## config.mk

```make
export PLATFORM = sky130hd
export DESIGN_NAME = fault_campaign_ctrl
export DESIGN_NICKNAME = d
export VERILOG_FILES = /design/src/rtl/fault_pkg.sv /design/src/rtl/sat_counter.sv /design/src/rtl/fault_campaign_ctrl.sv
export SDC_FILE = /design/constraint.sdc
export NUM_CORES = 1
export LEC_CHECK = 0
export BUFFER_PORTS_ARGS = -buffer_cell sky130_fd_sc_hd__buf_4
export CAP_MARGIN = 25
export CORE_UTILIZATION = 47
export CTS_CLUSTER_DIAMETER = 50
export DETAILED_ROUTE_END_ITERATION = 10
export GPL_ROUTABILITY_DRIVEN = 0
export PLACE_DENSITY = 0.7
export SLEW_MARGIN = 0
export SYNTH_ARGS = -nofsm -noshare
export SYNTH_HDL_FRONTEND = slang
export SYNTH_SLANG_ARGS = --single-unit
```

## constraint.sdc

```tcl
create_clock -name clk -period 3.14 [get_ports clk]
set_input_delay 0.628 -clock clk [delete_from_list [all_inputs] [get_ports clk]]
set_output_delay 0.628 -clock clk [all_outputs]
set_load 0.05 [all_outputs]
```

## src/rtl/fault_pkg.sv

```systemverilog
// Shared types for the fault-injection campaign sequencer: FSM states,
// outcome classes and the outcome classifier.
package fault_pkg;

    localparam int CLASS_W = 2;

    typedef enum logic [2:0] {
        ST_IDLE   = 3'd0,
        ST_APPLY  = 3'd1,
        ST_SETTLE = 3'd2,
        ST_SAMPLE = 3'd3,
        ST_REPORT = 3'd4,
        ST_DONE   = 3'd5
    } state_e;

    typedef enum logic [CLASS_W-1:0] {
        CLS_MASKED      = 2'd0,
        CLS_DETECTED    = 2'd1,
        CLS_SILENT      = 2'd2,
        CLS_FALSE_ALARM = 2'd3
    } class_e;

    // Outcome of one run: does the sum match golden, and did the checker fire.
    function automatic class_e classify(input logic match, input logic det);
        class_e cls;
        case ({match, det})
            2'b10:   cls = CLS_MASKED;
            2'b01:   cls = CLS_DETECTED;
            2'b00:   cls = CLS_SILENT;
            2'b11:   cls = CLS_FALSE_ALARM;
            default: cls = CLS_MASKED;
        endcase
        return cls;
    endfunction

endpackage

```

## src/rtl/sat_counter.sv

```systemverilog
// Saturating up-counter with synchronous clear; used for per-class outcome tallies.
module sat_counter #(
    parameter int CNT_W = 8
) (
    input  logic             clk,
    input  logic             rst_n,
    input  logic             clear,
    input  logic             inc,
    output logic [CNT_W-1:0] count
);

    localparam logic [CNT_W-1:0] CNT_MAX = {CNT_W{1'b1}};

    logic [CNT_W-1:0] count_q;

    // Count up on inc, stick at the maximum, clear wins over inc.
    always_ff @(posedge clk or negedge rst_n) begin
        if (!rst_n) begin
            count_q <= {CNT_W{1'b0}};
        end else if (clear) begin
            count_q <= {CNT_W{1'b0}};
        end else if (inc && (count_q != CNT_MAX)) begin
            count_q <= count_q + {{(CNT_W-1){1'b0}}, 1'b1};
        end else begin
            count_q <= count_q;
        end
    end

    assign count = count_q;

endmodule

```

## src/rtl/fault_campaign_ctrl.sv

```systemverilog
// Single-fault injection campaign sequencer: fault-free baseline, then a
// one-hot fault walked over every site, each result classified and streamed
// out as a record while per-class counters are kept.
module fault_campaign_ctrl
    import fault_pkg::*;
#(
    parameter int N_SITES = 20,
    parameter int OP_W    = 4,
    parameter int SETTLE  = 2,
    parameter int CNT_W   = 8,
    parameter int SITE_W  = $clog2(N_SITES)
) (
    input  logic               clk,
    input  logic               rst_n,
    input  logic               start,
    input  logic               abort,
    input  logic [OP_W-1:0]    a_in,
    input  logic [OP_W-1:0]    b_in,
    input  logic               cin_in,
    output logic [OP_W-1:0]    dut_a,
    output logic [OP_W-1:0]    dut_b,
    output logic               dut_cin,
    output logic [N_SITES-1:0] err_vec,
    input  logic [OP_W:0]      dut_result,
    input  logic               dut_err_det,
    output logic               rec_valid,
    input  logic               rec_ready,
    output logic [SITE_W-1:0]  rec_site,
    output logic [CLASS_W-1:0] rec_class,
    output logic               busy,
    output logic               done,
    output logic               golden_fail,
    output logic [CNT_W-1:0]   n_masked,
    output logic [CNT_W-1:0]   n_detected,
    output logic [CNT_W-1:0]   n_silent,
    output logic [CNT_W-1:0]   n_false
);

    localparam int SETTLE_W = $clog2(SETTLE + 1);
    localparam logic [N_SITES-1:0] SITE0_HOT   = {{(N_SITES-1){1'b0}}, 1'b1};
    localparam logic [SITE_W-1:0]  LAST_SITE   = SITE_W'(N_SITES - 1);
    localparam logic [SETTLE_W-1:0] SETTLE_LD  = SETTLE_W'(SETTLE);
    localparam logic [SETTLE_W-1:0] SETTLE_ONE = {{(SETTLE_W-1){1'b0}}, 1'b1};

    state_e              state_q;
    logic [OP_W-1:0]     a_q;
    logic [OP_W-1:0]     b_q;
    logic                cin_q;
    logic [OP_W:0]       golden_q;
    logic [N_SITES-1:0]  err_vec_q;
    logic [SETTLE_W-1:0] settle_q;
    logic [SITE_W-1:0]   site_q;
    logic                baseline_q;
    logic [OP_W:0]       res_q;
    logic                det_q;
    logic                rec_valid_q;
    class_e              rec_class_q;
    logic                busy_q;
    logic                done_q;
    logic                golden_fail_q;

    class_e              cls_s;
    logic                hs_s;
    logic                clr_s;
    logic [3:0]          inc_s;

    // Classify the sampled result against the golden sum.
    always_comb begin
        cls_s = classify(res_q == golden_q, det_q);
    end

    // Record handshake, counter increment selects and campaign-start clear.
    always_comb begin
        hs_s  = 1'b0;
        inc_s = 4'b0000;
        clr_s = (state_q == ST_IDLE) && start;
        if ((state_q == ST_REPORT) && rec_valid_q && rec_ready && !abort) begin
            hs_s = 1'b1;
            case (rec_class_q)
                CLS_MASKED:      inc_s = 4'b0001;
                CLS_DETECTED:    inc_s = 4'b0010;
                CLS_SILENT:      inc_s = 4'b0100;
                CLS_FALSE_ALARM: inc_s = 4'b1000;
                default:         inc_s = 4'b0000;
            endcase
        end else begin
            hs_s = 1'b0;
        end
    end

    // Campaign FSM with all control outputs registered; abort overrides everything.
    always_ff @(posedge clk or negedge rst_n) begin
        if (!rst_n) begin
            state_q       <= ST_IDLE;
            a_q           <= {OP_W{1'b0}};
            b_q           <= {OP_W{1'b0}};
            cin_q         <= 1'b0;
            golden_q      <= {(OP_W+1){1'b0}};
            err_vec_q     <= {N_SITES{1'b0}};
            settle_q      <= {SETTLE_W{1'b0}};
            site_q        <= {SITE_W{1'b0}};
            baseline_q    <= 1'b0;
            res_q         <= {(OP_W+1){1'b0}};
            det_q         <= 1'b0;
            rec_valid_q   <= 1'b0;
            rec_class_q   <= CLS_MASKED;
            busy_q        <= 1'b0;
            done_q        <= 1'b0;
            golden_fail_q <= 1'b0;
        end else if (abort && (state_q != ST_IDLE)) begin
            state_q     <= ST_IDLE;
            err_vec_q   <= {N_SITES{1'b0}};
            rec_valid_q <= 1'b0;
            busy_q      <= 1'b0;
            done_q      <= 1'b0;
        end else begin
            done_q <= 1'b0;
            case (state_q)
                ST_IDLE: begin
                    if (start) begin
                        a_q           <= a_in;
                        b_q           <= b_in;
                        cin_q         <= cin_in;
                        golden_q      <= {1'b0, a_in} + {1'b0, b_in} + {{OP_W{1'b0}}, cin_in};
                        golden_fail_q <= 1'b0;
                        busy_q        <= 1'b1;
                        baseline_q    <= 1'b1;
                        site_q        <= {SITE_W{1'b0}};
                        err_vec_q     <= {N_SITES{1'b0}};
                        state_q       <= ST_APPLY;
                    end else begin
                        state_q <= ST_IDLE;
                    end
                end
                ST_APPLY: begin
                    settle_q <= SETTLE_LD;
                    state_q  <= ST_SETTLE;
                end
                ST_SETTLE: begin
                    if (settle_q == SETTLE_ONE) begin
                        res_q   <= dut_result;
                        det_q   <= dut_err_det;
                        state_q <= ST_SAMPLE;
                    end else begin
                        settle_q <= settle_q - SETTLE_ONE;
                    end
                end
                ST_SAMPLE: begin
                    if (baseline_q) begin
                        if (cls_s != CLS_MASKED) begin
                            golden_fail_q <= 1'b1;
                            err_vec_q     <= {N_SITES{1'b0}};
                            done_q        <= 1'b1;
                            state_q       <= ST_DONE;
                        end else begin
                            baseline_q <= 1'b0;
                            site_q     <= {SITE_W{1'b0}};
                            err_vec_q  <= SITE0_HOT;
                            state_q    <= ST_APPLY;
                        end
                    end else begin
                        rec_class_q <= cls_s;
                        rec_valid_q <= 1'b1;
                        state_q     <= ST_REPORT;
                    end
                end
                ST_REPORT: begin
                    if (hs_s) begin
                        rec_valid_q <= 1'b0;
                        if (site_q == LAST_SITE) begin
                            err_vec_q <= {N_SITES{1'b0}};
                            done_q    <= 1'b1;
                            state_q   <= ST_DONE;
                        end else begin
                            site_q    <= site_q + {{(SITE_W-1){1'b0}}, 1'b1};
                            err_vec_q <= SITE0_HOT << (site_q + {{(SITE_W-1){1'b0}}, 1'b1});
                            state_q   <= ST_APPLY;
                        end
                    end else begin
                        state_q <= ST_REPORT;
                    end
                end
                ST_DONE: begin
                    busy_q  <= 1'b0;
                    state_q <= ST_IDLE;
                end
                default: begin
                    err_vec_q   <= {N_SITES{1'b0}};
                    rec_valid_q <= 1'b0;
                    busy_q      <= 1'b0;
                    state_q     <= ST_IDLE;
                end
            endcase
        end
    end

    sat_counter #(.CNT_W(CNT_W)) u_cnt_masked (
        .clk(clk), .rst_n(rst_n), .clear(clr_s), .inc(inc_s[0]), .count(n_masked)
    );
    sat_counter #(.CNT_W(CNT_W)) u_cnt_detected (
        .clk(clk), .rst_n(rst_n), .clear(clr_s), .inc(inc_s[1]), .count(n_detected)
    );
    sat_counter #(.CNT_W(CNT_W)) u_cnt_silent (
        .clk(clk), .rst_n(rst_n), .clear(clr_s), .inc(inc_s[2]), .count(n_silent)
    );
    sat_counter #(.CNT_W(CNT_W)) u_cnt_false (
        .clk(clk), .rst_n(rst_n), .clear(clr_s), .inc(inc_s[3]), .count(n_false)
    );

    assign dut_a       = a_q;
    assign dut_b       = b_q;
    assign dut_cin     = cin_q;
    assign err_vec     = err_vec_q;
    assign rec_valid   = rec_valid_q;
    assign rec_site    = site_q;
    assign rec_class   = rec_class_q;
    assign busy        = busy_q;
    assign done        = done_q;
    assign golden_fail = golden_fail_q;

endmodule

```

==> qor.log <==
[logic_synthesis] prevailing post-synth register cell sky130_fd_sc_hd__dfrtp_1
[logic_synthesis] gate count after technology mapping 500
[final_layout] FF+latch area 2230 sq um
[clock_network] CTS H-tree lvls 3
[logic_synthesis] sequential element share of the synthesized area 0.478
[global_routing] via count of the first global-routing pass 3774
[clock_network] number of buffers on the longest clock path 2
[outcome] run status finished clean
[place] Port Buffer Count 91
[setup_path] Worst path max stage delay 0.65 ns
[logic_synthesis] leading cell type by number of instances after synthesis sky130_fd_sc_hd__nand2_1
[logic_synthesis] number of nets in the synthesized netlist 539
[job] reported max-cap violation count 0
[worst_hold_path] Tightest Hold Check Type primary input to async pin
[logic_synthesis] fraction of synthesized cell area in xor and xnor cells 0.0508
[logic_synthesis] post-synthesis area per instance 9.31 sq um
[clock_network] post_cts resized 0
[route] first-pass detailed-route iteration total 4
[setup_path] Slowest-stage cell, CP sky130_fd_sc_hd__or4b_4
[setup_path] required time worst endpoint 3.35 ns
[clock_network] Clk Latency, worst-skew pair 0.35 ns
[route] drc violations 0
[place] HPWL Detailed 7570 microns
[setup_path] startpoint type of the worst setup path flip-flop
[setup_path] cell depth of the worst flop-to-flop path 5
[route] Iter 0 DRT Violations 155
[setup_path] minimum setup slack among reg-to-reg paths 0.57 ns
[die] Vert. Die Dim 102 microns
[clock_network] Setup Buffers After CTS 0
[timing] Final setup viols 0
[final_layout] fillers 834
[global_routing] wire length of the first global-routing pass 17700 microns
[global_routing] maximum number of pins on one net before global-route repair 53
[timing] Period Utilization, post-route 0.819
[power] static leakage power 2.70 nW
[route] DRT Wirelength 10500 microns
[timing] f_max 0.389 GHz
[route] wire length per cell after detailed routing 14.5 microns
[die] total die area 10300 sq um
[logic_synthesis] compound-cell area share of the yosys netlist 0.0981
[clock_network] clock tree from TritonCTS yes
[global_routing] GRT overflow 0
[setup_path] worst path arrival time 2.78 ns
[power] worst IR drop on VDD 0.000578 V
[clock_network] CTS buffer count 9
[die] width of the die 102 microns
[logic_synthesis] combinational family with the most area after synthesis simple AND/OR/NAND/NOR gates
[setup_path] logic depth of the worst path, buffers included 5
[route] detailed-route vias per instance 5.36
[logic_synthesis] synthesis-stage register bit count 89
[power] pwr dens 622 nW/um^2
[die] Core Rows 35
[timing] setup TNS after final layout 0 ns
[logic_synthesis] multiplexer share of the synthesized area 0.0363
[final_layout] area growth from synthesis to final layout 22.8%
[global_routing] global-route usage over all layers 0.218
[timing] number of slew-limit violations in the final report 0
[logic_synthesis] simple logic cell fraction of the synthesized area 0.243
[logic_synthesis] fraction of post-synthesis cell area in the top cell type by area 0.478
[setup_path] WP buf/inv 0
[timing] RSZ-0062 raised after global routing no
[setup_path] CP delay by family, top simple AND/OR/NAND/NOR gates
[setup_path] maximum fanout encountered on the critical timing path 19
[clock_network] sinks on the clock net 89
[die] initial standard-cell utilization of the core 0.494
[global_routing] number of antenna violations at the first check in global routing 0
[logic_synthesis] Post-Syn Area 4650 sq um
[logic_synthesis] cell type with the largest total area after synthesis sky130_fd_sc_hd__dfrtp_1
[setup_path] endpoint kind of the worst setup timing path flip-flop
[logic_synthesis] leading post-synthesis cells by instance count sky130_fd_sc_hd__nand2_1 (100), sky130_fd_sc_hd__dfrtp_1 (89), sky130_fd_sc_hd__nor2_1 (47)
[clock_network] post-CTS clock slew at the launch and capture registers of the worst setup and hold paths 0.09 ns
[final_layout] Antenna Cells 0
[timing] Clock Skew 0.0108 ns
[logic_synthesis] post-synthesis adder-cell area fraction 0.0565
[timing] headroom to the max-slew limit 0.429
[timing] Period minus WS final 2.57 ns
[power] overall power 3.56 mW
[clock_network] clk root buf sky130_fd_sc_hd__clkbuf_8
[logic_synthesis] Post-synth EDFFs 0
[timing] final hold vios 0
[logic_synthesis] YS warnings 0
[final_layout] multi-input gate area in the final layout 2260 sq um
[final_layout] ratio of cells with drive above 1 in the final layout 0.222
[final_layout] Total Nets Final 629
[route] count of vias placed by the detailed router 3883
[timing] Hold Slack 0.323 ns
[setup_path] kind of critical path flip-flop to flip-flop
[clock_network] hold_buf cts 0
[logic_synthesis] share of synthesized flip-flops with an asynchronous set or reset 1.00
[logic_synthesis] cell types occupying the most area after synthesis sky130_fd_sc_hd__dfrtp_1 (48%), sky130_fd_sc_hd__nand2_1 (8.1%), sky130_fd_sc_hd__ha_1 (4.6%), sky130_fd_sc_hd__xnor2_1 (4.1%), sky130_fd_sc_hd__nor2_1 (3.8%)
[route] antenna viol nets, final 0
[die] Core Footprint 9420 sq um
[setup_path] cells traversed along the worst timing path or4b_4, or4_1, nor4_4, xnor2_1, nor2_1
[timing] actual slew at the worst max-slew pin 0.857 ns
[logic_synthesis] count of cell types in the netlist 52
[die] count of pins on the block boundary 92
==> stage by stage <==
step	utilization	cells	cell area, sq um	worst slack (ns)
5_1_grt	0.607	724	5720	0.408
4_1_cts	0.607	724	5720	0.572
6_report	0.607	724	5720	0.569
3_5_place_dp	0.583	708	5490	0.443
2_1_floorplan	-	500	4650	0.865
3_3_place_gp	0.583	708	5490	0.483
==> flip-flops by register name, indices dropped and copies added, names as in the netlist, 5 cells and up <==
register	flops
res_q	5
u_cnt_false.count	8
u_cnt_masked.count	8
err_vec	20
u_cnt_detected.count	8
rec_site	5
u_cnt_silent.count	8
golden_q	5
==> area by class of cell <==
type / instances / area share
Clock buffer: 10 / 0.0241
Clock inverter: 6 / 0.0155
Inverter: 18 / 0.0118
Multi-Input combinational cell: 370 / 0.395
Sequential cell: 89 / 0.390
Tap cell: 129 / 0.0282
Timing Repair Buffer: 102 / 0.136
==> where the power goes <==
group | switching, mW | total [mW] | internal (mW)
combinational | 0.837 | 1.24 | 0.406
clock | 0.412 | 0.884 | 0.472
sequential | 0.137 | 1.43 | 1.29
==> placed cells by master (no fill, tap or decap), drive strengths merged, types with 3 or more instances in the layout <==
master	synthesis	routed
a211oi	3	3
a21o	6	6
a21oi	13	13
a31oi	4	4
and3	4	4
buf	5	102
clkbuf	18	10
dfrtp	89	89
ha	17	17
inv	18	19
mux2	7	7
mux2i	9	9
nand2	100	100
nand3	22	22
nand3b	3	3
nand4	8	8
nor2	47	47
nor3	17	17
nor4	12	12
o21ai	26	26
o31ai	14	14
xnor2	22	22
xor2	5	5
==> kinds of logic after synthesis <==
| group | after synthesis |
|---|---|
| AND/OR/NAND/NOR | 234 |
| XOR/XNOR | 27 |
| buffers and inverters | 41 |
| flip-flops | 89 |
| adder cells (fa/ha/maj) | 20 |
| multiplexers | 16 |
| AO/OA/AOI/OAI | 73 |
==> per-layer routing <==
layer,GRT usage,up-vias,wire (microns)
met5,0,-,0
met4,0.0691,0,139
met3,0.0414,13,548
met2,0.366,98,5130
met1,0.287,1872,4660
li1,-,1900,-
==> worst paths after layout <==
kind | from | end
max reg2reg | state_q[0] | u_cnt_masked.count[7]
min reg2reg | err_vec[17] | err_vec[17]
min in group clk | b_in[2] | dut_b[2]
max in group asynchronous | rst_n | baseline_q
max | state_q[0] | u_cnt_masked.count[7]
min | rst_n | err_vec[9]
No activity file was read; power rests on OpenSTA's default activity.
